$ cat src/rtl/btn_debounce_if.sv
// btn_debounce_if: raw button level in, debounced level, event strobes and press count out
interface btn_debounce_if;
    logic       btn_raw;
    logic       btn_level;
    logic       press_pulse;
    logic       release_pulse;
    logic       long_press;
    logic [7:0] press_count;
    modport master (output btn_raw, input btn_level, press_pulse, release_pulse, long_press, press_count);
    modport slave (input btn_raw, output btn_level, press_pulse, release_pulse, long_press, press_count);
endinterface

$ cat src/rtl/btn_debounce.sv
// btn_debounce: synchronized push-button qualifier with press/release/long-press strobes and press counter
module btn_debounce #(
    parameter int DEBOUNCE_CYCLES = 1000,
    parameter int LONG_CYCLES     = 25_000_000
) (
    input logic           clk,
    input logic           rst,
    btn_debounce_if.slave bus
);
    localparam int CW = DEBOUNCE_CYCLES > 1 ? $clog2(DEBOUNCE_CYCLES) : 1;
    localparam int HW = $clog2(LONG_CYCLES);
    localparam logic [CW-1:0] CNT_LAST  = CW'(DEBOUNCE_CYCLES - 1);
    localparam logic [HW-1:0] HOLD_LAST = HW'(LONG_CYCLES - 1);

    typedef enum logic [1:0] {IDLE, PRESS_WAIT, HELD, RELEASE_WAIT} state_t;

    state_t        state, state_n;
    logic [1:0]    sync;
    logic          btn_sync;
    logic [CW-1:0] cnt, cnt_n;
    logic [HW-1:0] hold_cnt, hold_n;
    logic          long_fired, fired_n;
    logic          level_q, level_n;
    logic          press_q, press_n;
    logic          rel_q, rel_n;
    logic          long_q, long_n;
    logic [7:0]    count_q, count_n;

    assign btn_sync          = sync[1];
    assign bus.btn_level     = level_q;
    assign bus.press_pulse   = press_q;
    assign bus.release_pulse = rel_q;
    assign bus.long_press    = long_q;
    assign bus.press_count   = count_q;

    always_ff @(posedge clk or posedge rst)
        if (rst) sync <= 2'b00;
        else     sync <= {sync[0], bus.btn_raw};

    always_ff @(posedge clk or posedge rst)
        if (rst) begin
            state      <= IDLE;
            cnt        <= '0;
            hold_cnt   <= '0;
            long_fired <= 1'b0;
            level_q    <= 1'b0;
            press_q    <= 1'b0;
            rel_q      <= 1'b0;
            long_q     <= 1'b0;
            count_q    <= 8'd0;
        end else begin
            state      <= state_n;
            cnt        <= cnt_n;
            hold_cnt   <= hold_n;
            long_fired <= fired_n;
            level_q    <= level_n;
            press_q    <= press_n;
            rel_q      <= rel_n;
            long_q     <= long_n;
            count_q    <= count_n;
        end

    always_comb begin
        state_n = state;
        cnt_n   = cnt;
        hold_n  = hold_cnt;
        fired_n = long_fired;
        level_n = level_q;
        press_n = 1'b0;
        rel_n   = 1'b0;
        long_n  = 1'b0;
        count_n = count_q;
        // hold time keeps running through release bounces; long_press fires once after saturation
        if (state == HELD || state == RELEASE_WAIT) begin
            if (hold_cnt != HOLD_LAST) hold_n = hold_cnt + 1'b1;
            else if (!long_fired) begin
                long_n  = 1'b1;
                fired_n = 1'b1;
            end
        end
        case (state)
            IDLE: if (btn_sync) begin
                state_n = PRESS_WAIT;
                cnt_n   = '0;
            end
            PRESS_WAIT:
                if (!btn_sync) state_n = IDLE;
                else if (cnt == CNT_LAST) begin
                    state_n = HELD;
                    level_n = 1'b1;
                    press_n = 1'b1;
                    hold_n  = '0;
                    fired_n = 1'b0;
                    count_n = count_q + 8'd1;
                end else cnt_n = cnt + 1'b1;
            HELD: if (!btn_sync) begin
                state_n = RELEASE_WAIT;
                cnt_n   = '0;
            end
            RELEASE_WAIT:
                if (btn_sync) state_n = HELD;
                else if (cnt == CNT_LAST) begin
                    state_n = IDLE;
                    level_n = 1'b0;
                    rel_n   = 1'b1;
                    long_n  = 1'b0;
                end else cnt_n = cnt + 1'b1;
        endcase
    end
endmodule

$ cat src/flat_wrapper.sv
// flat-port wrapper written by rule: the top's interface ports become plain ports
module btn_debounce_flat 
#(
    parameter int DEBOUNCE_CYCLES = 1000,
    parameter int LONG_CYCLES     = 25_000_000
)
  (clk, rst, bus_btn_raw, bus_btn_level, bus_press_pulse, bus_release_pulse, bus_long_press, bus_press_count);
  btn_debounce_if bus_i ();
  input logic clk;
  input logic rst;
  input wire logic [$bits(bus_i.btn_raw)-1:0] bus_btn_raw;
  output wire logic [$bits(bus_i.btn_level)-1:0] bus_btn_level;
  output wire logic [$bits(bus_i.press_pulse)-1:0] bus_press_pulse;
  output wire logic [$bits(bus_i.release_pulse)-1:0] bus_release_pulse;
  output wire logic [$bits(bus_i.long_press)-1:0] bus_long_press;
  output wire logic [$bits(bus_i.press_count)-1:0] bus_press_count;
  assign bus_i.btn_raw = bus_btn_raw;
  assign bus_btn_level = bus_i.btn_level;
  assign bus_press_pulse = bus_i.press_pulse;
  assign bus_release_pulse = bus_i.release_pulse;
  assign bus_long_press = bus_i.long_press;
  assign bus_press_count = bus_i.press_count;
  btn_debounce #(.DEBOUNCE_CYCLES(DEBOUNCE_CYCLES), .LONG_CYCLES(LONG_CYCLES)) u_core (.clk(clk), .rst(rst), .bus(bus_i));
endmodule
$ cat config.mk
export PLATFORM = sky130hd
export DESIGN_NAME = btn_debounce_flat
export DESIGN_NICKNAME = d
export VERILOG_FILES = /design/src/rtl/btn_debounce_if.sv /design/src/rtl/btn_debounce.sv /design/src/flat_wrapper.sv
export SDC_FILE = /design/constraint.sdc
export NUM_CORES = 1
export LEC_CHECK = 0
export BUFFER_PORTS_ARGS = -buffer_cell sky130_fd_sc_hd__buf_2
export CELL_PAD_IN_SITES_DETAIL_PLACEMENT = 0
export CELL_PAD_IN_SITES_GLOBAL_PLACEMENT = 2
export CORE_MARGIN = 1.5
export CORE_UTILIZATION = 40
export CTS_BUF_LIST = sky130_fd_sc_hd__clkbuf_8
export DETAILED_ROUTE_END_ITERATION = 10
export PLACE_DENSITY_LB_ADDON = 0.25
export SETUP_SLACK_MARGIN = 0.3
export SLEW_MARGIN = 25
export SYNTH_ARGS = -nofsm -noshare
export SYNTH_HDL_FRONTEND = slang
export SYNTH_SLANG_ARGS = --single-unit
export TNS_END_PERCENT = 1
$ cat constraint.sdc
create_clock -name clk -period 3.74 [get_ports clk]
set_input_delay 0.374 -clock clk [delete_from_list [all_inputs] [get_ports clk]]
set_output_delay 0.374 -clock clk [all_outputs]
set_load 0.05 [all_outputs]
==> results.py <==
metrics = {
    "outcome": {
        "status": "finished, final reports clean",
    },
    "power_and_ir_drop": {
        "power.share.clock_pct": 38.0,
        "pwr-share-comb_pct": 2.5,
        "switchingPower_uw": 198,
        "internal-power_uw": 765,
        "p_seq_share_pct": 59.5,
        "sw_frac_of_total_pct": 20.5,
        "peakVddDrop_v": 0.000241,
        "power.leakage_uw": 0.00129,
        "power-per-cell-area_nw_per_um2": 353,
    },
    "setup_path": {
        "rrSetupSlack_ps": 1540,
        "path_max_fanout": 24,
        "crit_type": "reg -> reg",
        "reg2reg_depth": 6,
        "startpoint_type": "flop",
        "end_kind": "flop",
        "path_cells": "nand2b_1, or4_4, clkinv_2, nand2_1, nor3_1, xor2_1",
        "critPathRequiredTime_ps": 3970,
        "reg2reg_to": "u_core.bus.press_count[6]",
        "worst_path_max_delay_cell": "dfrtp_1",
        "slowest_delay_ps": 600,
        "critPathArrivalTime_ps": 2430,
    },
    "sta": {
        "period_share_pct": 58.9,
        "timing.final.ws_setup_ps": 1540,
        "fmax_ghz": 0.454,
        "final-hold-violation-count": 0,
        "setup_viol": 0,
        "period_minus_slack_ps": 2200,
        "fin_tns_setup_ps": 0,
        "finalClockSkew_ps": 9.31,
        "rsz0062_at_grt": "false",
        "maxSlewHeadroom_pct": 48.2,
        "worstMarginPinSlew_ps": 772,
        "maxSlewViolCount": 0,
    },
    "floorplanning": {
        "core.rowCount": 28,
        "die_area_sq_um": 6730,
        "die_x_um": 82.1,
        "start_util_pct": 41.7,
        "die_h_um": 82.1,
        "core_sq_um": 5990,
        "io_pins": 15,
    },
    "clocking": {
        "cts_buffers": 5,
        "cts_resized": 0,
        "cts_setup_buffers": 0,
        "htree_num_levels": 2,
        "clock_latency_ps": 300,
        "cts_sinks": 52,
        "cts_buffer_depth": 2,
        "cts_tree": "done",
        "clkTransAtPathRegs_ps": 90,
        "hold_buffers": 0,
        "root_buffer": "clkbuf_8",
    },
    "logic_synthesis": {
        "synthTopCellsByCount": "52 x dfrtp_1, 27 x nor2_1, 18 x nand2_1",
        "synth_cells": 243,
        "synthTopCellsByArea": "dfrtp_1 52%, xnor2_1 6.0%, xor2_1 4.6%",
        "synthDistinctLibCells": 37,
        "syn-num-nets": 249,
        "ys_warn_count": 0,
        "ys_seq_elements": 52,
        "async_reset_ff_share_pct": 100,
        "yosysMostFrequentCell": "dfrtp_1",
        "synth_edf_count": 0,
        "yosysSeqAreaShare_pct": 52.1,
        "syn_area_sq_um": 2500,
        "yosysTopAreaCellShare_pct": 52.1,
        "avgSynthCellArea_sq_um": 10.3,
        "synth_top_cell_by_area": "dfrtp_1",
        "synth-main-ff-cell": "dfrtp_1",
    },
    "finish": {
        "fillers": 565,
        "diodes": 0,
        "syn_to_final_growth_pct": 8.96,
        "nets": 262,
        "drive_gt1_share_pct": 11.8,
    },
    "hold_path": {
        "hold_class": "in -> async",
    },
    "placed_design": {
        "hpwl_um": 3190,
        "routabilityCongestion": 0.760,
        "place_ws_ps": 1530,
        "portBuffers": 14,
    },
    "global_routing": {
        "grt_max_degree": 53,
        "antenna_found_initial": 0,
        "grt_pass1_vias": 1726,
        "grt-ovfl-total": 0,
        "grt_use_total_pct": 15.6,
        "grt_pass1_wl_um": 8150,
    },
    "routing": {
        "vias": 1744,
        "routed_wl_um": 4630,
        "first_pass_iters": 4,
        "drtAntennaViolNets": 0,
        "drc": 0,
        "post_drt_wl_per_cell_um": 14.0,
        "drt-initial-drc-count": 72,
        "viasPerCell": 5.28,
    },
    "flow_run": {
        "cap_violations": 0,
    },
}
[per-layer routing]
metal | vias up | global-route usage, % | part of all wire [%]
met1 | 829 | 23.1 | 54
met5 | - | 0 | 0
met2 | 29 | 22.9 | 42
met3 | 4 | 3.67 | 3.2
met4 | 0 | 4.07 | 0.97
li1 | 882 | - | -
[flip-flops by register name, summed over array words and instances, names as in the netlist, named ones only]
signal	count
u_core.bus.press_pulse	1
u_core.bus.long_press	1
u_core.bus.btn_level	1
u_core.sync	2
u_core.bus.release_pulse	1
u_core.long_fired	1
u_core.bus.press_count	8
u_core.hold_cnt	25
u_core.cnt	10
u_core.state	1
[cells in the final DEF (no fill, tap or decap), drive strengths merged, types with 4 or more instances in the layout]
master	instances
a21oi	4
and3	6
and4	4
buf	14
clkbuf	5
dfrtp	52
inv	8
nand2	18
nand3	18
nand4	14
nor2	27
nor3	11
nor4	8
o211ai	6
o31ai	5
xnor2	17
xor2	13
[power by group through the flow]
stage	sequential, uW	combinational (uW)	clock, uW
after floorplan	583	17.9	0
after global placement	584	24.6	0
after detailed placement	584	25.1	0
after CTS	573	25.1	380
after global routing	574	28.6	398
final	573	23.9	366
[cell type report]
cell class / count / area (sq um) / share of cell area (%)
clock buffers: 5 / 68.8 / 2.53
clock inverters: 1 / 30.0 / 1.10
inverters: 9 / 37.5 / 1.38
multi-input cells: 174 / 1120 / 41.2
flip-flops and latches: 52 / 1300 / 47.8
well taps: 75 / 93.8 / 3.45
repair buffers: 14 / 70.1 / 2.57
[critical path, delay by kind of cell, from the launching register on]
family | cells | cell delay [ps]
buf+inv | 1 | 280
xor+xnor | 1 | 160
flops | 1 | 600
simple gates | 4 | 1090
[per-stage QoR]
| stage | hold slack, ps | util, % | instance area (sq um) | power [uW] | std cells |
|---|---|---|---|---|---|
| floorplan | 331 | - | 2500 | 601 | 243 |
| global placement | 337 | 43.8 | 2620 | 609 | 324 |
| detailed placement | 341 | 43.8 | 2630 | 609 | 324 |
| CTS | 166 | 45.5 | 2720 | 978 | 330 |
| global route | 162 | 45.5 | 2720 | 1000 | 330 |
| finish | 158 | 45.5 | 2720 | 963 | 330 |
[kinds of logic after synthesis]
family                     synth area share, %
AOI/OAI and AO/OA                         5.61
xor gates and xnor gates                  10.5
adders and majority gates                 1.50
buffers and inverters                     3.05
DFF                                       52.1
muxes                                     1.70
and+or+nand+nor                           25.6
[worst max path at each step]
stage | startpoint | depth (start not counted) | slack (ps) | endpoint
finish | flop | 6 | 1540 | u_core.bus.press_count[6]
global route | u_core.hold_cnt[0] | 6 | 1300 | u_core.hold_cnt[0]
CTS | u_core.hold_cnt[0] | 6 | 1520 | u_core.hold_cnt[0]
detailed placement | flop | 6 | 1530 | u_core.bus.press_count[6]
global placement | flop | 6 | 1560 | u_core.bus.press_count[7]
floorplan | u_core.cnt[0] | 7 | 1940 | u_core.bus.press_count[3]
Note: power is estimated with default switching activity, not from simulation.
